$ cat src/rtl/punc_debug_dumper_pkg.sv
// punc_debug_dumper_pkg: shared encodings for the PUnC debug dumper
package punc_debug_dumper_pkg;
  typedef enum logic [1:0] {ST_IDLE, ST_SETTLE, ST_SEND, ST_FIN} state_t;
  typedef enum logic [1:0] {PH_RF, PH_PC, PH_MEM} phase_t;
  localparam logic [1:0] TAG_RF = 2'd0;
  localparam logic [1:0] TAG_PC = 2'd1;
  localparam logic [1:0] TAG_MEM = 2'd2;
endpackage

$ cat src/rtl/punc_debug_dumper_stream_reg.sv
// punc_debug_dumper_stream_reg: valid/ready holding stage for the dump stream
module punc_debug_dumper_stream_reg #(
  parameter int DATA_W = 16,
  parameter int ADDR_W = 16
) (
  input  logic              clk,
  input  logic              rst,
  input  logic              clr,
  input  logic              load,
  input  logic [DATA_W-1:0] in_data,
  input  logic [1:0]        in_tag,
  input  logic [ADDR_W-1:0] in_idx,
  input  logic              in_last,
  input  logic              out_ready,
  output logic              out_valid,
  output logic [DATA_W-1:0] out_data,
  output logic [1:0]        out_tag,
  output logic [ADDR_W-1:0] out_idx,
  output logic              out_last,
  output logic              fire
);
  assign fire = out_valid & out_ready;
  // word is held stable from load until the sink accepts it or it is cancelled
  always_ff @(posedge clk) begin
    if (rst) begin
      out_valid <= 1'b0;
      out_data <= '0;
      out_tag <= '0;
      out_idx <= '0;
      out_last <= 1'b0;
    end else if (clr) begin
      out_valid <= 1'b0;
    end else if (load) begin
      out_valid <= 1'b1;
      out_data <= in_data;
      out_tag <= in_tag;
      out_idx <= in_idx;
      out_last <= in_last;
    end else if (fire) begin
      out_valid <= 1'b0;
    end
  end
endmodule

$ cat src/rtl/punc_debug_dumper.sv
// punc_debug_dumper: walks RF, PC and a memory window out over a valid/ready stream
module punc_debug_dumper
  import punc_debug_dumper_pkg::*;
#(
  parameter int DATA_W = 16,
  parameter int ADDR_W = 16,
  parameter int RF_REGS = 8,
  parameter int SETTLE_CYC = 1,
  parameter int RF_AW = $clog2(RF_REGS)
) (
  input  logic              clk,
  input  logic              rst,
  input  logic              start,
  input  logic              abort,
  input  logic [ADDR_W-1:0] mem_start,
  input  logic [ADDR_W-1:0] mem_count,
  output logic [ADDR_W-1:0] mem_debug_addr,
  output logic [RF_AW-1:0]  rf_debug_addr,
  input  logic [DATA_W-1:0] mem_debug_data,
  input  logic [DATA_W-1:0] rf_debug_data,
  input  logic [DATA_W-1:0] pc_debug_data,
  output logic              out_valid,
  input  logic              out_ready,
  output logic [DATA_W-1:0] out_data,
  output logic [1:0]        out_tag,
  output logic [ADDR_W-1:0] out_idx,
  output logic              out_last,
  output logic              busy,
  output logic              done
);
  localparam int CW = SETTLE_CYC > 1 ? $clog2(SETTLE_CYC) : 1;
  state_t state, nxt;
  phase_t phase;
  logic [ADDR_W-1:0] remaining;
  logic [CW-1:0] cnt;
  logic settle_last, accept, load, fire;
  logic [DATA_W-1:0] src_data;
  logic [1:0] src_tag;
  logic [ADDR_W-1:0] src_idx;
  logic src_last;
  // state register
  always_ff @(posedge clk) begin
    if (rst) state <= ST_IDLE;
    else state <= nxt;
  end
  // next state and the word source selected by the current phase
  always_comb begin
    settle_last = cnt == CW'(SETTLE_CYC - 1);
    accept = state == ST_IDLE && start && !abort;
    load = state == ST_SETTLE && settle_last && !abort;
    nxt = state;
    case (state)
      ST_IDLE: nxt = accept ? ST_SETTLE : ST_IDLE;
      ST_SETTLE: nxt = settle_last ? ST_SEND : ST_SETTLE;
      ST_SEND: nxt = !fire ? ST_SEND : out_last ? ST_FIN : ST_SETTLE;
      default: nxt = ST_IDLE;
    endcase
    if (abort) nxt = ST_IDLE;
    src_data = phase == PH_RF ? rf_debug_data : phase == PH_PC ? pc_debug_data : mem_debug_data;
    src_tag = phase == PH_RF ? TAG_RF : phase == PH_PC ? TAG_PC : TAG_MEM;
    src_idx = phase == PH_RF ? ADDR_W'(rf_debug_addr) : phase == PH_PC ? '0 : mem_debug_addr;
    src_last = phase == PH_PC ? remaining == '0 : phase == PH_MEM && remaining == ADDR_W'(1);
  end
  // walk pointers, settle counter and status flags
  always_ff @(posedge clk) begin
    if (rst) begin
      phase <= PH_RF;
      rf_debug_addr <= '0;
      mem_debug_addr <= '0;
      remaining <= '0;
      cnt <= '0;
      busy <= 1'b0;
      done <= 1'b0;
    end else begin
      cnt <= (state == ST_SETTLE && !settle_last) ? cnt + 1'b1 : '0;
      busy <= nxt == ST_SETTLE || nxt == ST_SEND;
      done <= nxt == ST_FIN;
      if (accept) begin
        phase <= PH_RF;
        rf_debug_addr <= '0;
        mem_debug_addr <= mem_start;
        remaining <= mem_count;
      end else if (state == ST_SEND && fire && !abort) begin
        if (phase == PH_RF) begin
          if (rf_debug_addr == RF_AW'(RF_REGS - 1)) phase <= PH_PC;
          else rf_debug_addr <= rf_debug_addr + 1'b1;
        end else if (phase == PH_PC) begin
          phase <= PH_MEM;
        end else begin
          mem_debug_addr <= mem_debug_addr + 1'b1;
          remaining <= remaining - 1'b1;
        end
      end
    end
  end
  punc_debug_dumper_stream_reg #(.DATA_W(DATA_W), .ADDR_W(ADDR_W)) u_stream (
    .clk(clk),
    .rst(rst),
    .clr(abort),
    .load(load),
    .in_data(src_data),
    .in_tag(src_tag),
    .in_idx(src_idx),
    .in_last(src_last),
    .out_ready(out_ready),
    .out_valid(out_valid),
    .out_data(out_data),
    .out_tag(out_tag),
    .out_idx(out_idx),
    .out_last(out_last),
    .fire(fire)
  );
endmodule
$ cat config.mk
export PLATFORM = sky130hd
export DESIGN_NAME = punc_debug_dumper
export DESIGN_NICKNAME = d
export VERILOG_FILES = /design/src/rtl/punc_debug_dumper_pkg.sv /design/src/rtl/punc_debug_dumper_stream_reg.sv /design/src/rtl/punc_debug_dumper.sv
export SDC_FILE = /design/constraint.sdc
export NUM_CORES = 1
export LEC_CHECK = 0
export CAP_MARGIN = 20
export CORE_UTILIZATION = 48
export CTS_CLUSTER_DIAMETER = 120
export DETAILED_ROUTE_END_ITERATION = 12
export HOLD_SLACK_MARGIN = 0.15
export PLACE_DENSITY = 0.86
export REMOVE_ABC_BUFFERS = 1
export SLEW_MARGIN = 20
export SYNTH_ARGS = -nofsm -noshare
export SYNTH_HDL_FRONTEND = slang
export SYNTH_SLANG_ARGS = --single-unit
export TNS_END_PERCENT = 50
$ cat constraint.sdc
create_clock -name clk -period 2.96 [get_ports clk]
set_clock_uncertainty 0.1 [all_clocks]
set_input_delay 0.592 -clock clk [delete_from_list [all_inputs] [get_ports clk]]
set_output_delay 0.592 -clock clk [all_outputs]
set_load 0.05 [all_outputs]
==> qor.csv, run 1 <==
stage,metric,value,unit
status,status,"finished, final reports clean",
routing,total number of vias,3942,
power_and_ir_drop,Lkg Pwr,0.001808,uW
finish,# fillers,587,
routing,DR iter-0 viols,149,
critical_path,Critical Path Sink Type,register,
placed_design,Buffers on Ports,141,
clocking,Post-CTS Resized,0,
power_and_ir_drop,Gate power share,17.0,%
placed_design,HPWL Detailed,7627,um
floorplan,FP Rows,32,
global_routing,GRT Overall Usage,25.53,%
clocking,CTS Buf Count,9,
routing,first-pass iteration count of the detailed router,5,
floorplan,Die Y,91.50,um
critical_path,Critical Path Slowest Stage Cell,or4_1,
finish,Area Overhead vs Synth,44.55,%
floorplan,Initial Utilization,49.76,%
synth,Synth Area in Simple Gates,26.29,%
synth,number of synthesis warnings,0,
sta,Worst Tran Pin Value,0.6685,ns
power_and_ir_drop,Net Sw Power,629.1,uW
power_and_ir_drop,clock power share,33.7,%
synth,#FFs+latches synth,78,
routing,drt total wl,10510,um
placed_design,placer congestion estimate,0.8687,
routing,Max Used Layer,met4,
power_and_ir_drop,Worst IR Drop VDD,0.0003086,V
routing,met2 WL post-DR,5303,um
clocking,worst-case clock buffer depth,2,
finish,Sequential Area,1563,um^2
critical_path,Critical Path Start Type,primary input,
power_and_ir_drop,total power,2298,uW
clocking,CTS root buf,clkbuf_8,
finish,"most common cell after layout, fill and taps aside",clkdlybuf4s50_1,
sta,Final min period,2.538,ns
sta,setup TNS,0,ns
synth,"Top FF cell, synth",dfxtp_1,
routing,remaining antenna violation count,0,
synth,largest family of logic cells by synthesized area,simple AND/OR/NAND/NOR gates,
synth,Synth Area in Adders,1.952,%
clocking,Post-CTS Setup Bufs,0,
synth,Post-synth EDFFs,0,
synth,post-synthesis xor/xnor area fraction,4.328,%
synth,post-synth cell types,44,
synth,complex-gate fraction of the synthesized area,16.95,%
synth,Mapped Cells,479,
sta,Max Slew Vio Count,0,
min_path,Worst Hold Class,register to register,
synth,area of the mapped netlist,3845,um^2
critical_path,CP peak stage delay,0.70,ns
critical_path,Worst EP arrival,2.68,ns
sta,Final Hold Violating Endpoints,0,
power_and_ir_drop,Cell Int Power,1669,uW
critical_path,CP Max Fanout,9,
power_and_ir_drop,sw frac,27.38,%
power_and_ir_drop,Pwr Density,413.4,nW/um^2
floorplan,die width,91.50,um
floorplan,die area,8372,um^2
clocking,clk sinks,78,
routing,# DRC,0,
global_routing,initial antenna violation count,0,
finish,"commonest non-fill, non-tap cells in the layout","clkdlybuf4s50_1, dfxtp_1, nand2_1, nor2_1, a21oi_1",
critical_path,critical-path cell list,"clkdlybuf4s50_1, nand4b_4, or4_1, or3_1, a311oi_1",
synth,syn avg cell area,8.027,um^2
critical_path,WS Path Type,primary input to register,
global_routing,first-pass GRT wire length,17260,um
routing,met3 wire len,664,um
sta,relative slew slack,55.43,%
synth,share of flip-flops with an asynchronous set or reset,0,%
routing,vias per inst,5.483,
clocking,H-tree levels,3,
routing,WL met1,4467,um
synth,sequential area share after synthesis,40.61,%
routing,WL/cell,14.62,um
clocking,CTS tree,yes,
synth,multiplexer share of the synthesized area,5.239,%
finish,Nets,703,
floorplan,I/O Pins,142,
sta,"Period Utilization, post-route",85.73,%
flow_run,max_cap viols,0,
finish,share of cells above drive strength 1,6.969,%
sta,f_max,0.3941,GHz
finish,ant diodes,0,
critical_path,Worst Path Required,3.10,ns
global_routing,total gr overflow,0,
sta,Final setup viols,0,
power_and_ir_drop,Sequential Power Share,49.3,%
clocking,"Hold-fix buffers, CTS",0,
sta,RSZ-0062 raised after global routing,false,
clocking,Clock Latency Late Sink,0.35,ns
finish,area of the multi-input gates,2113,um^2
global_routing,largest net degree at the start of global routing,38,
global_routing,vias in the first global route,3637,
floorplan,Core Area,7727,um^2
clocking,"Clk pin slew, worst setup/hold paths",0.08,ns
finish,final design utilization,71.92,%
-- Yosys cell counts (all sizes together) (2+ instances only) --
cell	count	area share [%]
mux2i	19	4.9
dfxtp	78	41
or2	2	0.33
a21oi	37	4.8
buf	6	0.62
nor4	6	0.98
nand4	8	1.3
a311oi	14	3.2
ha	6	2.0
a31o	2	0.46
xor2	4	0.91
o31ai	5	0.98
or3	5	0.81
nor2	47	4.6
nand4b	3	1.1
inv	12	1.2
or4	9	1.9
o21ai	21	2.7
a211oi	18	3.5
nor2b	4	0.65
nand2	72	7.0
nor4b	2	0.46
a221oi	2	0.46
nand3b	4	0.78
nand2b	4	0.65
xnor2	15	3.4
nor3	15	2.0
nand3	19	2.5
clkbuf	28	2.7
-- cell type report --
| cell class | count | share of cell area [%] |
|---|---|---|
| Tap cell | 102 | 2.296 |
| Sequential cell | 78 | 28.12 |
| Inverter | 12 | 0.8104 |
| Timing Repair Buffer | 156 | 27.33 |
| Clock inverter | 6 | 1.126 |
| Multi-Input combinational cell | 355 | 38.02 |
| Clock buffer | 10 | 2.296 |
-- through the flow --
stage	worst slack (ns)	hold slack (ns)	std cells	instance area, um^2
floorplan	0.06626	0.3723	445	3716
global placement	0.1064	0.3375	703	5368
detailed placement	0.05027	0.3467	703	5368
CTS	0.4268	0.3570	719	5558
global route	0.3115	0.3747	719	5558
finish	0.4223	0.3532	719	5558
-- worst max-delay path, delay by kind of cell --
| kind | cells | cell delay (ns) |
|---|---|---|
| compound gates | 1 | 0.32 |
| buf+inv | 1 | 0.55 |
| simple gates | 3 | 1.20 |
-- sequential cells by signal (all words and copies together) (netlist names) --
register,count
mem_debug_addr,16
remaining,16
u_stream.out_data,16
u_stream.out_idx,16
rf_debug_addr,3
phase,2
state,2
u_stream.out_tag,2
busy,1
cnt,1
done,1
u_stream.out_last,1
u_stream.out_valid,1
-- final timing paths --
path / startpoint / to / slack, ns / depth (start not counted)
setup / recovery: out_ready / mem_debug_addr[11] / 0.42 / 5
hold / removal: u_stream.out_idx[9] / u_stream.out_idx[9] / 0.35 / 2
setup reg to reg: phase[1] / mem_debug_addr[11] / 0.63 / 4
hold reg to reg: u_stream.out_idx[9] / u_stream.out_idx[9] / 0.35 / 2
-- routing by layer --
| metal | GRT usage (%) | vias up |
|---|---|---|
| met5 | 0 | - |
| met4 | 5.556 | 0 |
| met3 | 6.281 | 9 |
| met2 | 45.49 | 123 |
| met1 | 30.81 | 1840 |
| li1 | - | 1970 |
-- power by group through the flow --
stage	clock network (uW)	registers [uW]	logic [uW]
final	775	1130	391
after global routing	842	1140	418
after CTS	791	1130	391
after detailed placement	0	1160	388
after global placement	0	1150	379
after floorplan	0	1210	114
-- cells by family (layout without fill, tap and decap cells) --
family	count (synthesis)	in the layout
compound gates	103	103
xor+xnor	19	19
fa+ha+maj	6	6
buf+inv	46	184
flops	78	78
mux	20	20
other cells	1	1
simple gates	206	206
Power figures use the tool's default switching activity.
==> inputs of run 2 (changes only) <==
--- a/config.mk
+++ b/config.mk
@@ -6,11 +6,12 @@
 export NUM_CORES = 1
 export LEC_CHECK = 0
 export CAP_MARGIN = 20
+export CORE_MARGIN = 2
 export CORE_UTILIZATION = 48
 export CTS_CLUSTER_DIAMETER = 120
 export DETAILED_ROUTE_END_ITERATION = 12
 export HOLD_SLACK_MARGIN = 0.15
-export PLACE_DENSITY = 0.86
+export PLACE_DENSITY = 0.84
 export REMOVE_ABC_BUFFERS = 1
 export SLEW_MARGIN = 20
 export SYNTH_ARGS = -nofsm -noshare
==> run 2 against run 1 <==
Compared with the run above: global-route usage down 0.78 points; power up 2.1%; via count rose by 0.86%; flip-flop and latch count is the same; first-iteration DRC count shrank 2.7%; sequential share of layout area decreased by 0.11 points; sequential power is essentially flat; critical endpoint is now mem_debug_addr[15]; largest power group unchanged; critical path depth is the same.
==> qor.csv, run 2 (synthesized netlist as in run 1, its figures left out) <==
stage,metric,value,unit
global_routing,GRT Overall Usage,24.75,%
finish,Area Overhead vs Synth,45.10,%
critical_path,Critical Path Sink Type,register,
sta,Final setup viols,0,
critical_path,Worst EP arrival,2.78,ns
critical_path,r2r startpoint,phase[1],
critical_path,"delay-heaviest family, CP",simple AND/OR/NAND/NOR gates,
flow_run,max_cap viols,0,
clocking,CTS root buf,clkbuf_8,
routing,first-pass iteration count of the detailed router,4,
clocking,CTS Buf Count,9,
placed_design,HPWL Detailed,7832,um
critical_path,Critical Path Start Type,primary input,
clocking,H-tree levels,3,
sta,relative slew slack,55.36,%
finish,# fillers,597,
floorplan,die area,8742,um^2
routing,WL/cell,14.79,um
routing,total number of vias,3976,
critical_path,most used cell along the critical path,or4_1,
placed_design,pre-CTS WS,-0.05533,ns
floorplan,Core Area,7727,um^2
critical_path,CP peak stage delay,0.67,ns
routing,drt total wl,10590,um
global_routing,total gr overflow,0,
min_path,worst hold path depth,2,
min_path,min-delay src,u_stream.out_idx[12],
floorplan,Die Y,93.50,um
critical_path,Critical Path Slowest Stage Cell,or4_1,
floorplan,Initial Utilization,49.76,%
routing,DR iter-0 viols,145,
floorplan,FP Rows,32,
power_and_ir_drop,total power,2346,uW
critical_path,Worst Path Required,3.11,ns
sta,f_max,0.3813,GHz
finish,share of cells above drive strength 1,6.678,%
critical_path,Reg2Reg Setup Slack,0.62,ns
global_routing,vias in the first global route,3742,
critical_path,Worst R2R End,mem_debug_addr[15],
finish,Nets,700,
critical_path,Reg2Reg Depth,4,
floorplan,I/O Pins,142,
global_routing,initial antenna violation count,0,
finish,ant diodes,0,
finish,area of the multi-input gates,2113,um^2
clocking,clk sinks,78,
routing,# DRC,0,
global_routing,first-pass GRT wire length,17280,um
sta,Worst Tran Pin Value,0.6697,ns
status,status,"finished, final reports clean",
finish,"commonest non-fill, non-tap cells in the layout","clkdlybuf4s50_1, dfxtp_1, nand2_1, nor2_1, a21oi_1",
placed_design,placer congestion estimate,0.8023,
critical_path,critical-path cell list,"clkdlybuf4s50_1, nand2b_1, or4_1, or4_1, a311oi_1",
sta,Max Slew Vio Count,0,
clocking,CTS tree,yes,
sta,Final min period,2.623,ns
clocking,Clock Latency Late Sink,0.36,ns
finish,Sequential Area,1563,um^2
clocking,Post-CTS Resized,0,
clocking,"Hold-fix buffers, CTS",0,
sta,"Period Utilization, post-route",88.60,%
placed_design,Buffers on Ports,141,
critical_path,WS Path Type,primary input to register,
routing,vias per inst,5.553,
critical_path,CP Max Fanout,9,
routing,remaining antenna violation count,0,
clocking,worst-case clock buffer depth,2,
floorplan,die width,93.50,um
min_path,Worst Hold Class,register to register,
power_and_ir_drop,Lkg Pwr,0.001809,uW
clocking,"Clk pin slew, worst setup/hold paths",0.08,ns
power_and_ir_drop,Worst IR Drop VDD,0.0003665,V
clocking,Post-CTS Setup Bufs,0,
sta,Final WS setup,0.3374,ns
global_routing,largest net degree at the start of global routing,43,
critical_path,Crit path buffers/inverters,1,
finish,"most common cell after layout, fill and taps aside",clkdlybuf4s50_1,
min_path,Hold Path End,u_stream.out_idx[12],
sta,Final Hold Violating Endpoints,0,
sta,RSZ-0062 raised after global routing,false,
power_and_ir_drop,Pwr Density,420.4,nW/um^2
==> run 2: cell types whose count changed in the layout (fill, tap and decap cells not counted) <==
cell,before,now
clkbuf_8,9,11
buf_12,0,2
buf_4,15,10
clkbuf_1,1,0
clkinv_2,2,1
==> run 2: metal layers <==
| metal | share of wire, % | up-vias | track usage (%) |
|---|---|---|---|
| met5 | 0 | - | 0 |
| met4 | 1.7 | 0 | 8.578 |
| met3 | 6.5 | 20 | 5.479 |
| met2 | 50 | 122 | 43.11 |
| met1 | 42 | 1864 | 29.97 |
| li1 | - | 1970 | - |
==> run 2: final cells by class <==
| type | instances | share of cell area, % |
|---|---|---|
| inverters | 12 | 0.8074 |
| clock inverters | 5 | 1.032 |
| clock buffers | 11 | 2.714 |
| well taps | 102 | 2.288 |
| repair buffers | 153 | 27.27 |
| flip-flops and latches | 78 | 28.01 |
| multi-input cells | 355 | 37.88 |
==> run 2: how the worst max path moves through the flow <==
| stage | from | endpoint | slack, ns | depth (start not counted) |
|---|---|---|---|---|
| final | abort | mem_debug_addr[15] | 0.34 | 5 |
| after global routing | abort | mem_debug_addr[15] | 0.26 | 5 |
| after CTS | abort | mem_debug_addr[15] | 0.36 | 5 |
| after detailed placement | abort | mem_debug_addr[15] | -0.06 | 5 |
| after floorplan | phase[1] | mem_debug_addr[15] | 0.07 | 4 |
| after global placement | abort | mem_debug_addr[15] | 0.07 | 5 |
==> run 2: report_power, final <==
part | internal [uW] | switching, uW | total [uW] | leakage [uW]
sequential | 1090 | 45.5 | 1130 | 0.000636
combinational | 197 | 193 | 390 | 0.00108
clock | 434 | 391 | 825 | 0.0000976
total | 1720 | 629 | 2350 | 0.00181
==> run 2: worst min-delay path, cell delays in order (launching register included) <==
cell     delay, ns
dfxtp_1       0.31
nand2_1       0.05
a21oi_1       0.05
==> run 2: stage by stage <==
step	hold WS (ns)	cells	utilization (%)	area [um^2]	setup TNS [ns]
3_3_place_gp	0.3378	700	69.49	5370	0
4_1_cts	0.3585	716	72.20	5579	0
3_5_place_dp	0.3457	700	69.49	5370	-0.05533
6_report	0.3550	716	72.20	5579	0
5_1_grt	0.3714	716	72.20	5579	0
2_1_floorplan	0.3723	445	-	3716	0
==> inputs of run 3 (changes only) <==
--- a/config.mk
+++ b/config.mk
@@ -11,7 +11,7 @@
 export CTS_CLUSTER_DIAMETER = 120
 export DETAILED_ROUTE_END_ITERATION = 12
 export HOLD_SLACK_MARGIN = 0.15
-export PLACE_DENSITY = 0.84
+export PLACE_DENSITY = 0.86
 export REMOVE_ABC_BUFFERS = 1
 export SLEW_MARGIN = 20
 export SYNTH_ARGS = -nofsm -noshare
==> run 3 against run 2 <==
Compared with the run above: global-route usage rose by 0.64 points; die area stayed put; power grew 7.0%; clock-buffer cell count rose by 2; first-iteration DRC count shrank 32%; sequential share of layout area is 0.19 points lower; design area rose by 0.67%; register-to-register slack lost 0.02 ns; routed wire length up 7.5%; critical path depth increased by 1; critical path type unchanged; worst setup slack better by 0.0071 ns.
==> qor.csv, run 3 (synthesized netlist as in run 1, its figures left out) <==
stage,metric,value,unit
status,status,"finished, final reports clean",
clocking,CTS tree,yes,
routing,WL/cell,15.83,um
floorplan,Core Area,7727,um^2
sta,"Period Utilization, post-route",88.36,%
global_routing,first-pass GRT wire length,17620,um
power_and_ir_drop,Worst IR Drop VDD,0.0002500,V
critical_path,critical-path cell list,"clkdlybuf4s50_1, buf_4, nor4b_1, nand4_1, or4_1, a311oi_1",
global_routing,total gr overflow,0,
sta,Final Hold Violating Endpoints,0,
clocking,H-tree levels,3,
floorplan,I/O Pins,142,
power_and_ir_drop,sw frac,24.69,%
finish,post-route cell area,5617,um^2
sta,Final min period,2.616,ns
sta,f_max,0.3823,GHz
finish,share of cells above drive strength 1,6.807,%
finish,area of the multi-input gates,2113,um^2
floorplan,FP Rows,32,
power_and_ir_drop,Gate power share,15.6,%
routing,total number of vias,3966,
routing,DR iter-0 viols,99,
critical_path,WS Path Type,primary input to register,
sta,RSZ-0062 raised after global routing,false,
global_routing,vias in the first global route,3748,
finish,ant diodes,0,
floorplan,Initial Utilization,49.76,%
power_and_ir_drop,Cell Int Power,1889,uW
clocking,"Hold-fix buffers, CTS",0,
routing,remaining antenna violation count,0,
global_routing,GRT Overall Usage,25.39,%
critical_path,CP peak stage delay,0.48,ns
critical_path,Worst Path Required,3.11,ns
sta,relative slew slack,56.01,%
sta,Worst Tran Pin Value,0.6539,ns
critical_path,Critical Path Sink Type,register,
critical_path,Worst EP arrival,2.77,ns
power_and_ir_drop,clock power share,39.3,%
placed_design,placer congestion estimate,0.8678,
power_and_ir_drop,total power,2509,uW
finish,"commonest non-fill, non-tap cells in the layout","clkdlybuf4s50_1, dfxtp_1, nand2_1, nor2_1, a21oi_1",
finish,Sequential Area,1563,um^2
power_and_ir_drop,Net Sw Power,619.3,uW
floorplan,die width,93.50,um
finish,# fillers,599,
finish,Nets,703,
routing,# DRC,0,
routing,first-pass iteration count of the detailed router,4,
clocking,CTS Buf Count,9,
finish,"most common cell after layout, fill and taps aside",clkdlybuf4s50_1,
placed_design,HPWL Detailed,8279,um
finish,Area Overhead vs Synth,46.08,%
global_routing,largest net degree at the start of global routing,45,
routing,drt total wl,11380,um
floorplan,Die Y,93.50,um
critical_path,CP Max Fanout,15,
clocking,Clock Latency Late Sink,0.35,ns
critical_path,Crit path buffers/inverters,2,
clocking,worst-case clock buffer depth,2,
critical_path,"delay-heaviest family, CP",simple AND/OR/NAND/NOR gates,
power_and_ir_drop,Sequential Power Share,45.2,%
clocking,"Clk pin slew, worst setup/hold paths",0.08,ns
clocking,CTS root buf,clkbuf_8,
sta,Max Slew Vio Count,0,
floorplan,die area,8742,um^2
critical_path,Critical Path Slowest Stage Cell,clkdlybuf4s50_1,
global_routing,initial antenna violation count,0,
sta,WHS,0.3543,ns
placed_design,DP Area,5368,um^2
min_path,Worst Hold Class,register to register,
clocking,Post-CTS Resized,0,
critical_path,Critical Path Start Type,primary input,
routing,vias per inst,5.516,
power_and_ir_drop,Lkg Pwr,0.001844,uW
placed_design,Buffers on Ports,141,
power_and_ir_drop,Pwr Density,446.6,nW/um^2
clocking,Post-CTS Setup Bufs,0,
sta,Final setup viols,0,
flow_run,max_cap viols,0,
clocking,clk sinks,78,
## run 3: changes by cell type in the layout (fill, tap and decap cells not counted)
cell        delta
buf_4          +5
clkinvlp_4     -3
buf_12         -2
bufinv_16      +2
clkbuf_1       +2
clkinv_2       -1
## run 3: worst reg2reg max path, stage by stage, from the launching register on
cell and delay [ns]:
dfxtp_1 0.37, nor4_1 0.62, nand4_1 0.39, or4_1 0.48, a311oi_1 0.30
## run 3: final timing paths
| path | from | end | slack (ns) | depth (start not counted) |
|---|---|---|---|---|
| worst max register to register | remaining[2] | remaining[11] | 0.60 | 4 |
| worst min-delay path | u_stream.out_idx[15] | u_stream.out_idx[15] | 0.35 | 2 |
| worst max-delay path | abort | remaining[11] | 0.34 | 6 |
| worst min register to register | u_stream.out_idx[15] | u_stream.out_idx[15] | 0.35 | 2 |
## run 3: power groups by stage
stage	sequential [uW]	clock [uW]	combinational, uW
2_1_floorplan	1210	0	114
3_3_place_gp	1150	0	378
3_5_place_dp	1160	0	390
4_1_cts	1130	996	391
5_1_grt	1140	1030	418
6_report	1130	985	391
## run 3: stage by stage
step / setup WS, ns / util, % / std cells / setup TNS [ns]
CTS: 0.3721 / 72.68 / 719 / 0
floorplan: 0.06626 / - / 445 / 0
global placement: 0.1587 / 69.46 / 703 / 0
global route: 0.2735 / 72.68 / 719 / 0
detailed placement: -0.02080 / 69.46 / 703 / -0.03774
finish: 0.3445 / 72.68 / 719 / 0
## run 3: layout make-up
cell class	count	area share (%)
inverters	12	0.8020
flip-flops and latches	78	27.82
clock buffers	13	2.829
well taps	102	2.272
multi-input cells	355	37.63
clock inverters	3	1.604
repair buffers	156	27.04
## run 3: routing by layer
metal,GRT usage (%),vias to the layer above,wire [um]
met5,0,-,0
li1,-,1974,-
met4,9.559,0,187
met2,45.56,131,5864
met1,29.79,1843,4606
met3,4.835,18,724
